**src/rtl/dmem_arbiter_if.sv**
```systemverilog
// Bus bundle between the two data-memory requesters (CPU MEM stage, DMA port),
// the arbiter and the data memory. The slave view belongs to the arbiter; the
// master view is the surrounding system (pipeline, DMA engine, memory).
interface dmem_arbiter_if #(
  parameter int DM_ADDRESS = 9,
  parameter int DATA_W     = 32
);
  // CPU side
  logic                  cpu_rd;
  logic                  cpu_wr;
  logic [DM_ADDRESS-1:0] cpu_addr;
  logic [DATA_W-1:0]     cpu_wdata;
  logic [2:0]            cpu_func3;
  logic                  cpu_stall;
  logic [DATA_W-1:0]     cpu_rdata;
  logic                  cpu_rvalid;
  // DMA side
  logic                  dma_valid;
  logic                  dma_we;
  logic [DM_ADDRESS-1:0] dma_addr;
  logic [DATA_W-1:0]     dma_wdata;
  logic                  dma_ready;
  logic [DATA_W-1:0]     dma_rdata;
  logic                  dma_rvalid;
  // Data-memory side
  logic                  mem_rd;
  logic                  mem_wr;
  logic [DM_ADDRESS-1:0] mem_addr;
  logic [DATA_W-1:0]     mem_wdata;
  logic [2:0]            mem_func3;
  logic [DATA_W-1:0]     mem_rdata;

  modport slave (
    input  cpu_rd, cpu_wr, cpu_addr, cpu_wdata, cpu_func3,
    output cpu_stall, cpu_rdata, cpu_rvalid,
    input  dma_valid, dma_we, dma_addr, dma_wdata,
    output dma_ready, dma_rdata, dma_rvalid,
    output mem_rd, mem_wr, mem_addr, mem_wdata, mem_func3,
    input  mem_rdata
  );

  modport master (
    output cpu_rd, cpu_wr, cpu_addr, cpu_wdata, cpu_func3,
    input  cpu_stall, cpu_rdata, cpu_rvalid,
    output dma_valid, dma_we, dma_addr, dma_wdata,
    input  dma_ready, dma_rdata, dma_rvalid,
    input  mem_rd, mem_wr, mem_addr, mem_wdata, mem_func3,
    output mem_rdata
  );
endinterface

```
**src/rtl/dmem_arbiter.sv**
```systemverilog
// Data-memory port arbiter: shares one memory port between the CPU MEM stage
// and a DMA/loader port. CPU has fixed priority unless DMA has waited
// STARVE_LIM cycles. Writes complete in the issue cycle; at most one read is
// outstanding, returning MEM_LAT cycles after issue.
module dmem_arbiter #(
  parameter int DM_ADDRESS = 9,
  parameter int DATA_W     = 32,
  parameter int MEM_LAT    = 1,
  parameter int STARVE_LIM = 4
) (
  input  logic           clk,
  input  logic           reset,
  dmem_arbiter_if.slave  bus
);
  localparam int LAT_W = $clog2(MEM_LAT + 1);
  localparam int STV_W = $clog2(STARVE_LIM + 1);

  typedef enum logic { IDLE, BUSY } state_t;
  typedef enum logic { OWN_CPU, OWN_DMA } owner_t;

  state_t            state;
  owner_t            owner;
  logic [LAT_W-1:0]  lat_cnt;
  logic [STV_W-1:0]  starve_cnt;

  logic                  cpu_req;
  logic                  starved;
  logic                  can_issue;
  logic                  grant_cpu;
  logic                  grant_dma;
  logic                  rd_done;
  logic                  cpu_rvalid_i;
  logic                  dma_rvalid_i;
  logic [DM_ADDRESS-1:0] addr_sel;
  logic [DATA_W-1:0]     wdata_sel;

  assign cpu_req   = bus.cpu_rd | bus.cpu_wr;
  assign starved   = (starve_cnt == STV_W'(STARVE_LIM));
  // Holding reset keeps every output quiet even if requesters are active.
  assign can_issue = !reset && (state == IDLE);

  // Read return is decoded purely from registered state: the cycle in which
  // the latency counter reaches 1 is the one where mem_rdata is valid.
  assign rd_done      = (state == BUSY) && (lat_cnt == LAT_W'(1));
  assign cpu_rvalid_i = rd_done && (owner == OWN_CPU);
  assign dma_rvalid_i = rd_done && (owner == OWN_DMA);

  // Issue decision: starved DMA first, then CPU, then DMA.
  always_comb begin
    // NOTE: every combinational output gets a default first so no path leaves it unassigned (no latch).
    grant_cpu = 1'b0;
    grant_dma = 1'b0;
    if (can_issue) begin
      if (bus.dma_valid && starved) grant_dma = 1'b1;
      else if (cpu_req)             grant_cpu = 1'b1;
      else if (bus.dma_valid)       grant_dma = 1'b1;
    end
  end

  // Drive the memory port from the granted requester; idle port is all zero.
  // Only request-side inputs feed this mux, never mem_rdata.
  always_comb begin
    bus.mem_rd    = 1'b0;
    bus.mem_wr    = 1'b0;
    bus.mem_func3 = 3'b000;
    addr_sel      = '0;
    wdata_sel     = '0;
    if (grant_cpu) begin
      bus.mem_wr    = bus.cpu_wr;
      bus.mem_rd    = !bus.cpu_wr;          // write wins when both are set
      bus.mem_func3 = bus.cpu_func3;
      addr_sel      = bus.cpu_addr;
      wdata_sel     = bus.cpu_wdata;
    end else if (grant_dma) begin
      bus.mem_wr    = bus.dma_we;
      bus.mem_rd    = !bus.dma_we;
      bus.mem_func3 = 3'b010;               // DMA always moves full words
      addr_sel      = bus.dma_addr;
      wdata_sel     = bus.dma_wdata;
    end
  end

  assign bus.mem_addr   = addr_sel;
  assign bus.mem_wdata  = wdata_sel;
  assign bus.dma_ready  = grant_dma;
  assign bus.cpu_rvalid = cpu_rvalid_i;
  assign bus.dma_rvalid = dma_rvalid_i;
  assign bus.cpu_rdata  = cpu_rvalid_i ? bus.mem_rdata : '0;
  assign bus.dma_rdata  = dma_rvalid_i ? bus.mem_rdata : '0;
  // Freeze the pipeline until a CPU write is issued or its read data returns.
  assign bus.cpu_stall  = !reset && cpu_req && !(grant_cpu && bus.cpu_wr) && !cpu_rvalid_i;

  // Read-tracking FSM: IDLE issues, BUSY counts the read latency down.
  always_ff @(posedge clk or posedge reset) begin
    // NOTE: the async reset clears the FSM so a read in flight is simply dropped; no rvalid follows.
    if (reset) begin
      state   <= IDLE;
      owner   <= OWN_CPU;
      lat_cnt <= '0;
    end else begin
      // NOTE: registered state is updated with non-blocking assignments only.
      case (state)
        IDLE: begin
          if ((grant_cpu && !bus.cpu_wr) || (grant_dma && !bus.dma_we)) begin
            state   <= BUSY;
            owner   <= grant_dma ? OWN_DMA : OWN_CPU;
            lat_cnt <= LAT_W'(MEM_LAT);
          end
        end
        BUSY: begin
          lat_cnt <= lat_cnt - LAT_W'(1);
          if (lat_cnt == LAT_W'(1)) state <= IDLE;
        end
        default: state <= IDLE;
      endcase
    end
  end

  // Starvation counter: counts DMA wait cycles, saturating at STARVE_LIM.
  always_ff @(posedge clk or posedge reset) begin
    if (reset) begin
      starve_cnt <= '0;
    end else if (!bus.dma_valid || grant_dma) begin
      starve_cnt <= '0;
    end else if (!starved) begin
      starve_cnt <= starve_cnt + STV_W'(1);
    end
  end
endmodule

```
**src/flat_wrapper.sv**
```systemverilog
// flat-port wrapper written by rule: the top's interface ports become plain ports
module dmem_arbiter_flat 
#(
  parameter int DM_ADDRESS = 9,
  parameter int DATA_W     = 32,
  parameter int MEM_LAT    = 1,
  parameter int STARVE_LIM = 4
)
  (clk, reset, bus_cpu_rd, bus_cpu_wr, bus_cpu_addr, bus_cpu_wdata, bus_cpu_func3, bus_cpu_stall, bus_cpu_rdata, bus_cpu_rvalid, bus_dma_valid, bus_dma_we, bus_dma_addr, bus_dma_wdata, bus_dma_ready, bus_dma_rdata, bus_dma_rvalid, bus_mem_rd, bus_mem_wr, bus_mem_addr, bus_mem_wdata, bus_mem_func3, bus_mem_rdata);
  dmem_arbiter_if #(.DM_ADDRESS(DM_ADDRESS), .DATA_W(DATA_W)) bus_i ();
  input  logic clk;
  input  logic reset;
  input wire logic [$bits(bus_i.cpu_rd)-1:0] bus_cpu_rd;
  input wire logic [$bits(bus_i.cpu_wr)-1:0] bus_cpu_wr;
  input wire logic [$bits(bus_i.cpu_addr)-1:0] bus_cpu_addr;
  input wire logic [$bits(bus_i.cpu_wdata)-1:0] bus_cpu_wdata;
  input wire logic [$bits(bus_i.cpu_func3)-1:0] bus_cpu_func3;
  output wire logic [$bits(bus_i.cpu_stall)-1:0] bus_cpu_stall;
  output wire logic [$bits(bus_i.cpu_rdata)-1:0] bus_cpu_rdata;
  output wire logic [$bits(bus_i.cpu_rvalid)-1:0] bus_cpu_rvalid;
  input wire logic [$bits(bus_i.dma_valid)-1:0] bus_dma_valid;
  input wire logic [$bits(bus_i.dma_we)-1:0] bus_dma_we;
  input wire logic [$bits(bus_i.dma_addr)-1:0] bus_dma_addr;
  input wire logic [$bits(bus_i.dma_wdata)-1:0] bus_dma_wdata;
  output wire logic [$bits(bus_i.dma_ready)-1:0] bus_dma_ready;
  output wire logic [$bits(bus_i.dma_rdata)-1:0] bus_dma_rdata;
  output wire logic [$bits(bus_i.dma_rvalid)-1:0] bus_dma_rvalid;
  output wire logic [$bits(bus_i.mem_rd)-1:0] bus_mem_rd;
  output wire logic [$bits(bus_i.mem_wr)-1:0] bus_mem_wr;
  output wire logic [$bits(bus_i.mem_addr)-1:0] bus_mem_addr;
  output wire logic [$bits(bus_i.mem_wdata)-1:0] bus_mem_wdata;
  output wire logic [$bits(bus_i.mem_func3)-1:0] bus_mem_func3;
  input wire logic [$bits(bus_i.mem_rdata)-1:0] bus_mem_rdata;
  assign bus_i.cpu_rd = bus_cpu_rd;
  assign bus_i.cpu_wr = bus_cpu_wr;
  assign bus_i.cpu_addr = bus_cpu_addr;
  assign bus_i.cpu_wdata = bus_cpu_wdata;
  assign bus_i.cpu_func3 = bus_cpu_func3;
  assign bus_cpu_stall = bus_i.cpu_stall;
  assign bus_cpu_rdata = bus_i.cpu_rdata;
  assign bus_cpu_rvalid = bus_i.cpu_rvalid;
  assign bus_i.dma_valid = bus_dma_valid;
  assign bus_i.dma_we = bus_dma_we;
  assign bus_i.dma_addr = bus_dma_addr;
  assign bus_i.dma_wdata = bus_dma_wdata;
  assign bus_dma_ready = bus_i.dma_ready;
  assign bus_dma_rdata = bus_i.dma_rdata;
  assign bus_dma_rvalid = bus_i.dma_rvalid;
  assign bus_mem_rd = bus_i.mem_rd;
  assign bus_mem_wr = bus_i.mem_wr;
  assign bus_mem_addr = bus_i.mem_addr;
  assign bus_mem_wdata = bus_i.mem_wdata;
  assign bus_mem_func3 = bus_i.mem_func3;
  assign bus_i.mem_rdata = bus_mem_rdata;
  dmem_arbiter #(.DM_ADDRESS(DM_ADDRESS), .DATA_W(DATA_W), .MEM_LAT(MEM_LAT), .STARVE_LIM(STARVE_LIM)) u_core (.clk(clk), .reset(reset), .bus(bus_i));
endmodule
```
**config.mk**
```make
export PLATFORM = sky130hd
export DESIGN_NAME = dmem_arbiter_flat
export DESIGN_NICKNAME = d
export VERILOG_FILES = /design/src/rtl/dmem_arbiter_if.sv /design/src/rtl/dmem_arbiter.sv /design/src/flat_wrapper.sv
export SDC_FILE = /design/constraint.sdc
export NUM_CORES = 1
export LEC_CHECK = 0
export ABC_AREA = 1
export ABC_CLOCK_PERIOD_IN_PS = 2600
export BUFFER_PORTS_ARGS = -buffer_cell sky130_fd_sc_hd__clkbuf_2
export CAP_MARGIN = 20
export CORE_AREA = 2 2 93 95
export CTS_CLUSTER_SIZE = 28
export DETAILED_ROUTE_END_ITERATION = 10
export DIE_AREA = 0 0 95 97
export HOLD_SLACK_MARGIN = 0.12
export PLACE_DENSITY = 0.54
export SYNTH_ARGS = -nofsm -noshare
export SYNTH_HDL_FRONTEND = slang
export SYNTH_SLANG_ARGS = --single-unit
```
**constraint.sdc**
```tcl
create_clock -name clk -period 2.6 [get_ports clk]
set_clock_uncertainty 0.1 [all_clocks]
set_input_delay 0.13 -clock clk [delete_from_list [all_inputs] [get_ports clk]]
set_output_delay 0.13 -clock clk [all_outputs]
set_load 0.05 [all_outputs]
```
==> results.txt, run 1 <==
Hold Startpoint - bus_cpu_rd
Multi-input gate area - 920 µm²
final hold violation count - 0
minimum clock period after layout - 2530 ps
Startpoint Class - flop
cells after synthesis - 295
most frequent cells in the layout - clkbuf_2 (236), inv_1 (83), nor2_1 (72), nand2_1 (52), o21ai_2 (22)
maximum clock frequency - 0.395 GHz
Die Y - 97 µm
# nets final - 650
syn nets - 420
area grow syn2layout - 85.4%
PwrDens - 605 mW/mm²
Top delay family on crit path - simple AND/OR/NAND/NOR gates
Critical Path RT - 2370 ps
wire per inst - 10.7 µm
Placed Instances - 623
vias in the first global route - 2268
via/cell ratio - 3.94
CP peak stage delay - 530 ps
synth warn - 0
root buffer cell - clkbuf_8
Yosys reg bits - 6
crit path kind - reg2out
hold_ws - 227 ps
Starting Density - 18.5%
first-pass GRT wire length - 9980 µm
vias post-DR - 2476
relative slew slack - 53.5%
Post-Syn Area per Cell - 5.10 µm²
initial DRC count - 32
TritonRoute pass-1 iters - 4
register area share after synthesis - 9.98%
status - finished clean
Inserted Clock Buffers - 3
Final Cycle Share - 97.3%
worst-path fanout max - 46
setup repair after global routing missed its margin - yes
die area - 0.00922 mm²
PortBufs - 236
GRT Total Usage - 13.2%
Worst Hold Class - in2reg
drt total wl - 6710 µm
Slew Limit Fails - 0
crit path buf inv count - 2
CTS H-Tree Depth - 1
row cnt - 33
reg2reg start - u_core.starve_cnt[0]
final cell count without fillers - 628
GRT overflow - 0
CTS tree - done
mapped cell area - 0.00150 mm²
initial antenna violation count - 0
CTS clock-pin slew for the worst setup and hold paths - 40 ps
CTS sink count - 6
pin count of the biggest net entering global routing - 47
# diodes - 0
CP Data Arrival Time - 2300 ps
Distinct cells, synth - 23
Die Wd - 95 µm
Worst Tran Pin Value - 697 ps
Critical-path top delay cell - nand3_4
core area - 0.00813 mm²
commonest non-fill, non-tap cell in the layout - clkbuf_2
antenna-violating nets left - 0
HPWL Detailed - 5840 µm
max cap viols - 0
postcts setup bufs - 0
post-layout util - 34.3%
Worst-Skew Late Latency - 230 ps
final setup violating endpoints - 0
Residual DRC - 0
leakage power - 1.99 nW
CTS Buffer Depth - 2
Fillers - 904
CP startpoint - u_core.starve_cnt[0]
VDD IR-drop max - 231 µV
storage element area - 150 µm²
ratio of cells with drive above 1 in the final layout - 53.2%
I/O Pins - 237
crit-path cells - inv_1, ha_1, nand3_1, nand3_4, o21ai_0, clkbuf_2
CP endpoint kind - output port
GP Congestion - 0.851
Final Worst Setup Slack - 71.2 ps
pre-CTS setup slack - 305 ps
## path summary, 6_finish.rpt
path | end | slack, ps | cells after the start
max in group asynchronous | u_core.lat_cnt | 1970 | 3
setup reg to reg | u_core.lat_cnt | 1070 | 7
hold reg to reg | u_core.starve_cnt[1] | 410 | 2
setup / recovery | bus_mem_func3[1] | 70 | 6
hold / removal | u_core.lat_cnt | 230 | 4
min in group asynchronous | u_core.starve_cnt[2] | 260 | 3
## routing by layer
metal,share of wire (%),up-vias,GRT usage (%),wire length [µm]
met5,0,-,0,0
met1,37,1035,13.2,2460
met3,8.9,12,2.18,600
met2,53,128,26.5,3530
li1,-,1301,-,-
met4,1.8,0,4.57,122
## timing repair
| item | CTS | global route |
|---|---|---|
| setup endpoints to repair | 0 | 23 |
| hold buffers | 2 | 0 |
| hold endpoints to repair | 7 | 0 |
| gates resized for setup | 0 | 1 |
## registers in the layout, summed over array words and instances (netlist names)
| register | flops |
|---|---|
| u_core.lat_cnt | 1 |
| u_core.owner | 1 |
| u_core.starve_cnt | 3 |
| u_core.state | 1 |
## metrics by stage
| stage | TNS (ps) | power (W) | instance area [µm²] |
|---|---|---|---|
| floorplan | 0 | 0.00123 | 1500 |
| global placement | 0 | 0.00155 | 2730 |
| detailed placement | 0 | 0.00155 | 2730 |
| CTS | 0 | 0.00171 | 2790 |
| global route | -490 | 0.00179 | 2790 |
| finish | 0 | 0.00169 | 2790 |
## kinds of logic after synthesis
| logic type | count (synthesis) | share of synthesized area, % |
|---|---|---|
| XOR/XNOR | 1 | 0.582 |
| AO/OA/AOI/OAI | 45 | 21.0 |
| AND/OR/NAND/NOR | 138 | 37.9 |
| adder cells (fa/ha/maj) | 2 | 1.66 |
| buffers and inverters | 103 | 28.9 |
| flip-flops | 6 | 9.98 |
## worst register-to-register path, delay by kind of cell, from the launching register on
kind | cells | cell delay [ps]
flops | 1 | 390
fa+ha+maj | 1 | 180
simple gates | 5 | 640
buf+inv | 1 | 90
## area by class of cell
class,instances,area share (%)
inverters,89,12.1
repair buffers,239,43.4
flip-flops and latches,6,5.39
multi-input cells,186,33.0
well taps,105,4.71
clock buffers,3,1.48
## power by group
group / switching, W / leakage, nW / internal, W / total [W]
combinational: 0.00110 / 1.89 / 0.000306 / 0.00140
clock: 0.0000416 / 0.0216 / 0.0000996 / 0.000141
sequential: 0.0000234 / 0.0772 / 0.000122 / 0.000145
## synthesized netlist by cell type (all sizes together)
master | instances | area, µm²
a21oi | 1 | 5.00
nand4 | 2 | 12.5
o21ai | 43 | 298
nor2 | 76 | 300
ha | 2 | 25.0
xnor2 | 1 | 8.76
dfrtp | 6 | 150
nand3 | 4 | 32.5
inv | 89 | 337
nand2 | 56 | 225
o22ai | 1 | 12.5
buf | 14 | 97.6
Note: power is estimated with default switching activity, not from simulation.
==> inputs of run 2 (changes only) <==
Settings changed: GPL_TIMING_DRIVEN set to 1, RECOVER_POWER set to 25.
==> results.txt, run 2 (synthesized netlist as in run 1, its figures left out) <==
status - finished clean (unchanged)
Critical-path top delay cell - nand3_4 (unchanged)
HPWL Detailed - 5840 µm (unchanged)
GRT Total Usage - 13.2% (unchanged)
Worst Hold Class - in2reg (unchanged)
die area - 0.00922 mm² (unchanged)
hold_ws - 213 ps (was 227 ps)
crit path buf inv count - 2 (unchanged)
crit path kind - reg2out (unchanged)
most frequent cells in the layout - clkbuf_2 (222), inv_1 (85), nor2_1 (72), nand2_1 (52), o21ai_2 (22) (was clkbuf_2 (236), inv_1 (83), nor2_1 (72), nand2_1 (52), o21ai_2 (22))
Die Wd - 95 µm (unchanged)
setup repair after global routing missed its margin - yes (unchanged)
PwrDens - 606 mW/mm² (was 605 mW/mm²)
vias in the first global route - 2268 (unchanged)
GRT overflow - 0 (unchanged)
Setup TNS - 0 ps (unchanged)
Worst-Skew Late Latency - 230 ps (about the same)
CP endpoint kind - output port (unchanged)
antenna-violating nets left - 0 (unchanged)
I/O Pins - 237 (unchanged)
worst-path fanout max - 46 (unchanged)
# nets final - 650 (unchanged)
Starting Density - 18.5% (unchanged)
Most flops, register - u_core.starve_cnt (unchanged)
Placed Instances - 623 (unchanged)
first-pass GRT wire length - 9980 µm (unchanged)
Final Cycle Share - 97.1% (was 97.3%)
Critical Path RT - 2370 ps (about the same)
relative slew slack - 38.8% (was 53.5%)
CP peak stage delay - 530 ps (about the same)
VDD IR-drop max - 231 µV (about the same)
commonest non-fill, non-tap cell in the layout - clkbuf_2 (unchanged)
drt total wl - 6700 µm (was 6710 µm)
leakage power - 1.94 nW (was 1.99 nW)
Final Worst Setup Slack - 74.9 ps (was 71.2 ps)
Top delay family on crit path - simple AND/OR/NAND/NOR gates (unchanged)
Residual DRC - 0 (unchanged)
max cap viols - 0 (unchanged)
ratio of cells with drive above 1 in the final layout - 50.1% (was 53.2%)
CTS H-Tree Depth - 1 (unchanged)
core area - 0.00813 mm² (unchanged)
area grow syn2layout - 84.2% (was 85.4%)
max reg flops - 3 (unchanged)
CTS sink count - 6 (unchanged)
Inserted Clock Buffers - 3 (unchanged)
CTS tree - done (unchanged)
CTS Buffer Depth - 2 (unchanged)
row cnt - 33 (unchanged)
# diodes - 0 (unchanged)
Worst Tran Pin Value - 918 ps (was 697 ps)
postcts setup bufs - 0 (unchanged)
final setup violating endpoints - 0 (unchanged)
Startpoint Class - flop (unchanged)
pre-CTS setup slack - 305 ps (unchanged)
vias post-DR - 2471 (was 2476)
PortBufs - 236 (unchanged)
pin count of the biggest net entering global routing - 47 (unchanged)
crit-path cells - inv_1, ha_1, nand3_1, nand3_4, o21ai_1, clkbuf_2 (was inv_1, ha_1, nand3_1, nand3_4, o21ai_0, clkbuf_2)
minimum clock period after layout - 2530 ps (about the same)
initial DRC count - 35 (was 32)
wire per inst - 10.7 µm (about the same)
final cell count without fillers - 628 (unchanged)
via/cell ratio - 3.93 (was 3.94)
GP Congestion - 0.851 (unchanged)
CP Data Arrival Time - 2300 ps (about the same)
Fillers - 913 (was 904)
final hold violation count - 0 (unchanged)
CTS clock-pin slew for the worst setup and hold paths - 40 ps (about the same)
maximum clock frequency - 0.396 GHz (was 0.395 GHz)
TritonRoute pass-1 iters - 4 (unchanged)
Die Y - 97 µm (unchanged)
Slew Limit Fails - 0 (unchanged)
root buffer cell - clkbuf_8 (unchanged)
initial antenna violation count - 0 (unchanged)
run 2: cell type report:
type | count | area (µm²) | area share [%]
Multi-Input combinational cell | 186 | 920 | 33.2
Sequential cell | 6 | 150 | 5.42
Clock buffer | 3 | 41.3 | 1.49
Timing Repair Buffer | 239 | 1190 | 43.0
Tap cell | 105 | 131 | 4.74
Inverter | 89 | 337 | 12.1
run 2: worst paths after layout:
path	start	to	slack [ps]	depth (start not counted)
worst max register to register	u_core.starve_cnt[0]	u_core.lat_cnt	1080	7
worst min-delay path	bus_cpu_rd	u_core.lat_cnt	210	4
worst min register to register	u_core.starve_cnt[1]	u_core.starve_cnt[1]	410	2
min in group asynchronous	reset	u_core.starve_cnt[2]	300	3
max in group asynchronous	reset	u_core.lat_cnt	1870	3
worst max-delay path	u_core.starve_cnt[0]	bus_mem_wdata[27]	70	6
run 2: report_power, final:
part | switching, W | internal, W
Combinational | 0.00109 | 0.000300
Clock | 0.0000415 | 0.0000996
Sequential | 0.0000233 | 0.000122
Total | 0.00116 | 0.000521
run 2: what timing repair did:
action / CTS / global route
gates resized for setup: 0 / 1
hold endpoints to repair: 7 / 0
endpoints found under the setup margin: 0 / 23
hold buffers: 2 / 0
run 2: tightest hold or removal path, delay by kind of cell:
| kind | cells | cell delay, ps |
|---|---|---|
| simple gates | 3 | 270 |
| buf+inv | 1 | 100 |
run 2: through the flow:
stage,util (%),total power [W],instance area [µm²]
after floorplan,-,0.00123,1500
after global placement,33.5,0.00155,2730
after detailed placement,33.5,0.00155,2730
after CTS,34.3,0.00171,2790
after global routing,34.1,0.00178,2770
final,34.1,0.00168,2770
run 2: metal layers:
metal,wire length (µm),vias up,GRT usage (%),part of all wire [%]
li1,-,1300,-,-
met1,2450,1038,13.2,37
met2,3550,121,26.5,53
met3,580,12,2.18,8.7
met4,119,0,4.57,1.8
met5,0,-,0,0
